==> src/rtl/mem_bus_arbiter_pkg.sv <==
// mem_bus_arbiter shared definitions.
// State encoding and default abort read data.
package mem_bus_arbiter_pkg;

  localparam logic [1:0] MBA_IDLE = 2'd0;
  localparam logic [1:0] MBA_DATA = 2'd1;
  localparam logic [1:0] MBA_INST = 2'd2;
  localparam logic [1:0] MBA_DONE = 2'd3;

  localparam logic [31:0] MBA_ERR_DATA = 32'h0;

  typedef enum logic [1:0] {
    S_IDLE = MBA_IDLE,
    S_DATA = MBA_DATA,
    S_INST = MBA_INST,
    S_DONE = MBA_DONE
  } mba_state_e;

endpackage

==> src/rtl/mba_timeout_cnt.sv <==
// Bus access watchdog: counts unacknowledged bus cycles.
// o_expire flags the last cycle an access may wait.
module mba_timeout_cnt #(
  parameter int TIMEOUT = 255
) (
  input  logic clk,
  input  logic rst_n,
  input  logic i_clr,
  input  logic i_en,
  output logic o_expire
);

  localparam int CW = (TIMEOUT > 1) ? $clog2(TIMEOUT) : 1;
  localparam logic [CW-1:0] LAST = CW'(TIMEOUT - 1);

  logic [CW-1:0] r_cnt;

  // Count waiting cycles; clear between accesses.
  always_ff @(posedge clk or negedge rst_n) begin
    if (!rst_n) begin
      r_cnt <= '0;
    end else if (i_clr) begin
      r_cnt <= '0;
    end else if (i_en && !o_expire) begin
      r_cnt <= r_cnt + 1'b1;
    end
  end

  assign o_expire = (r_cnt == LAST);

endmodule

==> src/rtl/mem_bus_arbiter.sv <==
// Serialises core data and fetch accesses onto one bus.
// Data goes first; stall is held until both complete.
module mem_bus_arbiter
  import mem_bus_arbiter_pkg::*;
#(
  parameter int ADDR_WIDTH = 32,
  parameter int DATA_WIDTH = 32,
  parameter int TIMEOUT = 255,
  parameter logic [DATA_WIDTH-1:0] ERR_DATA =
    DATA_WIDTH'(MBA_ERR_DATA)
) (
  input  logic                  clk,
  input  logic                  rst_n,
  input  logic                  inst_ren,
  input  logic [ADDR_WIDTH-1:0] inst_addr,
  output logic [DATA_WIDTH-1:0] inst_data,
  input  logic                  mem_ren,
  input  logic                  mem_wen,
  input  logic [ADDR_WIDTH-1:0] mem_addr,
  input  logic [DATA_WIDTH-1:0] mem_dout,
  output logic [DATA_WIDTH-1:0] mem_din,
  output logic                  stall,
  output logic                  bus_req,
  output logic                  bus_we,
  output logic [ADDR_WIDTH-1:0] bus_addr,
  output logic [DATA_WIDTH-1:0] bus_wdata,
  input  logic                  bus_ack,
  input  logic [DATA_WIDTH-1:0] bus_rdata,
  output logic                  bus_err
);

  mba_state_e r_state;
  mba_state_e w_next;

  logic                  r_ipend;
  logic [ADDR_WIDTH-1:0] r_iaddr;

  logic                  w_dreq;
  logic                  w_busy;
  logic                  w_exp;
  logic                  w_done;
  logic                  w_abort;
  logic [DATA_WIDTH-1:0] w_rdata;

  assign w_dreq  = mem_ren | mem_wen;
  assign w_busy  = (r_state == S_DATA) ||
                   (r_state == S_INST);
  assign w_done  = w_busy & (bus_ack | w_exp);
  assign w_abort = w_busy & w_exp & ~bus_ack;
  assign w_rdata = bus_ack ? bus_rdata : ERR_DATA;

  assign bus_req = w_busy;
  assign stall   = (inst_ren | w_dreq) &
                   (r_state != S_DONE);

  mba_timeout_cnt #(
    .TIMEOUT(TIMEOUT)
  ) u_tmo (
    .clk     (clk),
    .rst_n   (rst_n),
    .i_clr   (~w_busy | w_done),
    .i_en    (w_busy & ~bus_ack),
    .o_expire(w_exp)
  );

  // State register.
  always_ff @(posedge clk or negedge rst_n) begin
    if (!rst_n) r_state <= S_IDLE;
    else        r_state <= w_next;
  end

  // Next state: data before fetch, one DONE cycle.
  always_comb begin
    w_next = r_state;
    unique case (r_state)
      S_IDLE: begin
        if (w_dreq)        w_next = S_DATA;
        else if (inst_ren) w_next = S_INST;
      end
      S_DATA: begin
        if (w_done) w_next = r_ipend ? S_INST : S_DONE;
      end
      S_INST: begin
        if (w_done) w_next = S_DONE;
      end
      S_DONE:  w_next = S_IDLE;
      default: w_next = S_IDLE;
    endcase
  end

  // Latch the fetch request while idle.
  always_ff @(posedge clk or negedge rst_n) begin
    if (!rst_n) begin
      r_ipend <= 1'b0;
      r_iaddr <= '0;
    end else if (r_state == S_IDLE) begin
      r_ipend <= inst_ren;
      r_iaddr <= inst_addr;
    end
  end

  // Bus command registers, stable through each access.
  always_ff @(posedge clk or negedge rst_n) begin
    if (!rst_n) begin
      bus_we    <= 1'b0;
      bus_addr  <= '0;
      bus_wdata <= '0;
    end else if (r_state == S_IDLE) begin
      if (w_dreq) begin
        bus_we    <= mem_wen;
        bus_addr  <= mem_addr;
        bus_wdata <= mem_dout;
      end else if (inst_ren) begin
        bus_we    <= 1'b0;
        bus_addr  <= inst_addr;
      end
    end else if (r_state == S_DATA &&
                 w_done && r_ipend) begin
      bus_we   <= 1'b0;
      bus_addr <= r_iaddr;
    end
  end

  // Capture read data on completion; flag aborts.
  always_ff @(posedge clk or negedge rst_n) begin
    if (!rst_n) begin
      mem_din   <= '0;
      inst_data <= '0;
      bus_err   <= 1'b0;
    end else begin
      if (r_state == S_DATA && w_done && !bus_we)
        mem_din <= w_rdata;
      if (r_state == S_INST && w_done)
        inst_data <= w_rdata;
      if (w_abort)
        bus_err <= 1'b1;
    end
  end

endmodule

==> config.mk <==
export PLATFORM = sky130hd
export DESIGN_NAME = mem_bus_arbiter
export DESIGN_NICKNAME = d
export VERILOG_FILES = /design/src/rtl/mem_bus_arbiter_pkg.sv /design/src/rtl/mba_timeout_cnt.sv /design/src/rtl/mem_bus_arbiter.sv
export SDC_FILE = /design/constraint.sdc
export NUM_CORES = 1
export LEC_CHECK = 0
export ABC_AREA = 0
export BUFFER_PORTS_ARGS = -buffer_cell sky130_fd_sc_hd__clkbuf_2
export CAP_MARGIN = 25
export CORE_AREA = 2 2 139 141
export CTS_BUF_LIST = sky130_fd_sc_hd__clkbuf_8
export DETAILED_ROUTE_END_ITERATION = 6
export DIE_AREA = 0 0 141 143
export GPL_TIMING_DRIVEN = 0
export PLACE_DENSITY = 0.66
export SLEW_MARGIN = 25
export SYNTH_ARGS = -nofsm -noshare
export SYNTH_HDL_FRONTEND = slang
export SYNTH_SLANG_ARGS = --single-unit
export TNS_END_PERCENT = 100
==> constraint.sdc <==
create_clock -name clk -period 3.81 [get_ports clk]
set_clock_uncertainty 0.2 [all_clocks]
set_input_delay 0.1905 -clock clk [delete_from_list [all_inputs] [get_ports clk]]
set_output_delay 0.1905 -clock clk [all_outputs]
set_load 0.02 [all_outputs]
Yosys cells after proc, flatten, opt, wreduce, memory -nomap -nowiden:

Cells that the tools add are included.

* register bits: 173
* input port bits: 134
* word-level logic and storage cells: 61

* reductions and logical operators: 14
* add/subtract/negate cells: 1
* eq/ne operators: 8
* multiplexer cells: 17
* bitwise operators: 11

Operator list (count)
* $mux W32: 5
* $mux W8: 2
* $add A8 B1 Y8 const B: 1
* $eq A8 B8 Y1 const B: 1
* $mux W2: 4
* $pmux W2 S4: 1
* $ne A2 B2 Y1 const B: 3
* $and A1 B1 Y1: 5
* $logic_and A1 B1 Y1: 5
* $mux W1: 5
* $eq A2 B2 Y1 const B: 2
* $or A1 B1 Y1: 4
* $reduce_and A2 Y1: 2
* $reduce_bool A2 Y1: 2
* $ne A3 B3 Y1 const B: 1
* $reduce_and A3 Y1: 1
* $eq A2 B1 Y1 const B: 1
* $logic_not A1 Y1: 2
* $logic_not A2 Y1: 1
* $not A1 Y1: 2
* $logic_or A1 B1 Y1: 1

Logic depth before layout (Yosys ltp):

* depth after elaboration: 7
* gate-level depth with buffers: 8
* depth with buffers taken out: 6

Hierarchy:

A second synthesis with hierarchy kept.

* cells, all modules: 679
* area, all modules: 7674.9 um^2

By module, submodules not included
* mem_bus_arbiter: area each 7155.6 um^2, seq. area each 4129.0 um^2, cells an instance 625, instances 1
* mba_timeout_cnt: area each 519.2 um^2, seq. area each 200.2 um^2, cells an instance 54, instances 1

Least setup slack after synthesis:

Ideal clock, no wire load.

* path kind: reg-to-reg
* from: register r_state[0]
* to: register r_state[1]
* cell stages (with the launch flop): 8
* data required time: 3.489 ns
* period minus slack after synthesis: 2.129 ns
* path slack: 1.681 ns
* arrival: 1.808 ns
* cells stage by stage: dfrtp_1 > inv_1 > ha_1 > buf_2 > and4_1 > a221oi_1 > a21oi_1 > o22a_1

* longest elaborated chain between the ends: 5
* elaborated cells between the ends (all ways): 11
* those cells by class: eq/ne (6); mux (1); bitwise (1); reduce/logical (3)

Ends and longest elaborated chain
* start, declared: RTL line mem_bus_arbiter.sv:32 `mba_state_e r_state;`
* start signal, assigned: RTL line mem_bus_arbiter.sv:69 `else r_state <= w_next;`
* $eq A2 B1 Y1 or $eq A2 B2 Y1 (tied branches): RTL line mem_bus_arbiter.sv:46, mem_bus_arbiter.sv:47
* $logic_or A1 B1 Y1 *: RTL line mem_bus_arbiter.sv:46 `assign w_busy = (r_state == S_DATA) ||`
* via bus_req: RTL line mem_bus_arbiter.sv:23 `output logic bus_req,`
* $and A1 B1 Y1 *: RTL line mem_bus_arbiter.sv:48 `assign w_done = w_busy & (bus_ack | w_exp);`
* $ne A2 B2 Y1 (no source line)
* $reduce_and A3 Y1 (no source line) *

Mark *: on every way through the listed nets, which the timed path passes. The rest lies on a longest branch.
A chain may end at the register's enable or synchronous reset.

Final worst setup path:

* from: register r_state[0]
* to: register bus_addr[7]

* longest elaborated chain between the ends: 7
* elaborated cells between the ends (all ways): 11
* those cells by class: eq/ne (3); mux (1); bitwise (1); reduce/logical (6)

Ends and longest elaborated chain
* $eq A2 B1 Y1 or $eq A2 B2 Y1 (tied branches): RTL line mem_bus_arbiter.sv:46, mem_bus_arbiter.sv:117, mem_bus_arbiter.sv:47
* $logic_or A1 B1 Y1: RTL line mem_bus_arbiter.sv:46
* $and A1 B1 Y1: RTL line mem_bus_arbiter.sv:48
* $logic_and A1 B1 Y1: RTL line mem_bus_arbiter.sv:117 `end else if (r_state == S_DATA &&`
* $logic_and A1 B1 Y1: RTL line mem_bus_arbiter.sv:118 `w_done && r_ipend) begin`
* $reduce_bool A2 Y1 (no source line)
* $reduce_and A2 Y1 (no source line)
* end signal, assigned: RTL line mem_bus_arbiter.sv:111 `bus_addr <= mem_addr;`
* end signal, assigned: RTL line mem_bus_arbiter.sv:115 `bus_addr <= inst_addr;`
* end signal, assigned: RTL line mem_bus_arbiter.sv:120 `bus_addr <= r_iaddr;`
* end, declared: RTL line mem_bus_arbiter.sv:25 `output logic [ADDR_WIDTH-1:0] bus_addr,`

Several ways; a longest one is shown, not always the timed one.

==> metrics.md <==
| Metric | Value |
|---|---|
| Synth warnings | `0` |
| Worst-path cell chain | `inv_1 -> ha_1 -> buf_2 -> clkbuf_1 -> clkbuf_1 -> a21oi_1 -> mux2_4` |
| DRT iter0 DRCs | `253` |
| Seq/Total Area, Yosys | `59.1%` |
| Clock slew at reported path FFs | `0.09 ns` |
| Cell area after layout | `10,800 um2` |
| Syn Nets | `746` |
| Synth cell types | `38` |
| Setup ws final | `1.22 ns` |
| Post-CTS Repair Setup Buffers | `0` |
| Vias post-DR | `6,193` |
| Startpoint Class | `register` |
| Die H | `143 um` |
| CTS tree | `built` |
| Share of layout cells above drive strength 1 | `37.4%` |
| Mapped Avg Cell Area | `12.1 um2` |
| WP buf/inv | `4` |
| Die Wd | `141 um` |
| PostCTS Resize Cnt | `0` |
| Worst Min Path Start | `mem_ren` |
| Total GRT Usage | `20.8%` |
| Fin Hold WS | `0.109 ns` |
| Num ports | `266` |
| Largest stage delay, worst path | `0.46 ns` |
| # DRC | `0` |
| CP max FO | `10` |
| Relative slew slack | `51.4%` |
| Setup Crit Path Kind | `reg -> reg` |
| Final setup fails | `0` |
| Die ar. | `20,200 um2` |
| Post-DP HPWL | `13.7 mm` |
| #FFs+latches synth | `173` |
| Largest net degree at the start of global routing | `86` |
| Max-slew violations | `0` |
| Worst R2R Setup Slack | `1.22 ns` |
| FP Rows | `50` |
| Period utilization | `68.1%` |
| Synth Area in Adders | `1.02%` |
| Drt total wl | `20.9 mm` |
| Inserted Clock Buffers | `17` |
| Mux contribution to synthesized area | `14.3%` |
| Post-synthesis simple-gate area fraction | `10.6%` |
| Synth Instances | `606` |
| Final min period | `2.59 ns` |
| Worst-margin pin slew | `0.724 ns` |
| Status | `complete, no violations` |
| CP Data Required Time | `3.95 ns` |
| Diode count | `0` |
| Core Area | `18,600 um2` |
| Grt total ovfl | `0` |
| Max VDD drop | `0.404 mV` |
| Final Wtd Congestion | `0.776` |
| Number of global-route vias before repair | `6,448` |
| Root Driver | `clkbuf_8` |
| First-pass GRT wire length | `33.1 mm` |
| Port bufs | `265` |
| ANT nets after route | `0` |
| FMAX | `385 MHz` |
| Area Growth Syn to Fin | `47.6%` |
| Power per Cell Area | `842 nW/um2` |
| Crit-path most repeated cell | `clkbuf_1` |
| CP delay by family, top | `buffers and inverters` |
| Total clock sinks | `173` |
| CP startpoint | `r_state[0]$_DFFE_PN0P_` |
| Critical path capture point type | `register` |
| # hold bufs at CTS | `133` |
| Worst path arrival time | `2.74 ns` |
| Post-synthesis cell area | `7330 um2` |
| RSZ-0062 raised after global routing | `no` |
| Maximum root-to-sink buffer count | `2` |
| Routed len/inst | `16.5 um` |
| H-Tree Depth | `4` |
| Clk_lat worst skew | `0.45 ns` |
| Fill cells | `1,530` |
| Post-Synth XOR/XNOR Area | `0.717%` |
| Avg Vias per Cell | `4.87` |
| Layout Nets | `1,165` |
| HP Class | `in -> reg` |
| MaxCap Viol Count | `0` |
| Endpoints failing hold | `0` |
| Leak pwr | `5.50 nW` |
| Initial Util | `39.4%` |
| Dpl cell area | `9010 um2` |
| Compound-gate portion of the synthesized area | `11.5%` |
| R2r startpoint | `r_state[0]$_DFFE_PN0P_` |
| Critical-path top delay cell | `clkbuf_1` |
| Post-Route Setup TNS | `0 ns` |
| Pre-antenna DRT Iters | `4` |
| Initial antenna violation count | `0` |
| Dpl ws | `1.23 ns` |
| Main combinational cell family by area after synthesis | `multiplexers` |
sequential cells by signal, summed over array words and instances, names as in the netlist:
register / count
inst_data: 32
bus_wdata: 32
r_state: 2
bus_err: 1
mem_din: 32
u_tmo.r_cnt: 8
bus_addr: 32
r_iaddr: 32
bus_we: 1
r_ipend: 1
routing by layer:
metal	up-vias	GRT usage [%]	part of all wire, %
met5	-	0	0
met4	0	7.89	2.2
met3	36	5.16	6.0
met2	217	35.3	49
met1	2987	25.9	43
li1	2953	-	-
placed cells by master (no fill, tap or decap), types with 2 or more instances in the layout:
cell           instances
and3_1                 2
inv_6                  4
buf_16                 2
nor2b_1               14
nor2_1                33
buf_2                 18
o21a_1                 2
dlygate4sd3_1        133
nand2_1              119
dfrtp_1              173
clkbuf_2             264
mux2_4                29
clkbuf_1              17
xor2_1                 5
mux2_2                36
clkbuf_8              19
buf_6                  3
inv_1                  3
o21ai_0               12
clkinvlp_4             2
nand3_1                4
nand4_1                2
a21oi_1               22
a22o_1                65
nand2b_1               2
mux2i_1               21
bufinv_16              5
nor3_1                 2
ha_1                   6
synthesized netlist by cell type:
cell      number  area share, %
dfrtp_1      173             59
nand2_1      119            6.1
a22o_1        65            7.8
mux2_2        36            5.5
nor2_1        33            1.7
mux2_4        29            5.9
a21oi_1       22            1.5
mux2i_1       21            2.9
buf_2         18            1.2
clkbuf_1      17           0.87
nor2b_1       14            1.2
o21ai_0       12           0.82
ha_1           6            1.0
xor2_1         5           0.60
nand3_1        4           0.27
buf_6          3           0.46
inv_1          3           0.15
and3_1         2           0.17
nand2b_1       2           0.17
nand4_1        2           0.17
nor3_1         2           0.14
o21a_1         2           0.20
a211oi_1       1           0.10
a21o_1         1           0.10
a221oi_1       1           0.12
a31oi_4        1           0.29
a41o_2         1           0.15
and3b_1        1           0.12
and4_1         1           0.12
and4_4         1           0.15
and4b_1        1           0.14
buf_1          1          0.051
nand4b_1       1           0.12
o211a_1        1           0.14
o21ai_1        1          0.068
o21bai_1       1           0.10
o22a_1         1           0.12
xnor2_1        1           0.12
through the flow:
step	total power, mW	util (%)	cells
2_1_floorplan	6.10	-	606
3_3_place_gp	7.41	48.1	1105
3_5_place_dp	7.49	48.5	1107
4_1_cts	9.15	58.2	1272
5_1_grt	9.69	58.2	1272
6_report	9.10	58.2	1272
cell type report:
cell class	count	area, um2	share of cell area [%]
Clock inverter	14	225	2.08
Buffer	39	191	1.77
Timing Repair Buffer	400	2720	25.2
Multi-Input combinational cell	391	2790	25.8
Tap cell	234	293	2.71
Sequential cell	173	4330	40.0
Clock buffer	18	248	2.29
Inverter	3	11.3	0.104
final timing paths:
check	to	cells past startpoint
worst max-delay path	bus_addr[7]$_DFFE_PN0P_	7
worst min-delay path	r_state[0]$_DFFE_PN0P_	4
worst max register to register	bus_addr[7]$_DFFE_PN0P_	7
worst min register to register	bus_wdata[7]$_DFFE_PN0P_	2
max in group asynchronous	mem_din[5]$_DFFE_PN0P_	3
min in group asynchronous	inst_data[1]$_DFFE_PN0P_	3
cell families (layout without fill, tap and decap cells):
logic type,Yosys count,count (layout)
flip-flops,173,173
buffers and inverters,42,474
multiplexers,86,86
AND/OR/NAND/NOR,183,183
adder cells (fa/ha/maj),6,6
AO/OA/AOI/OAI,110,110
XOR/XNOR,6,6
worst reg2reg max path, stage by stage, from the launching register on:
cell	delay, ns
dfrtp_1	0.42
inv_1	0.11
ha_1	0.20
buf_2	0.27
clkbuf_1	0.40
clkbuf_1	0.46
a21oi_1	0.14
mux2_4	0.28
report_power, final:
part	switching, mW	internal [mW]	total, mW
logic	2.45	1.92	4.38
clock network	0.706	0.811	1.52
registers	0.497	2.71	3.21
total	3.66	5.45	9.10
(Power assumes the default switching activity.)
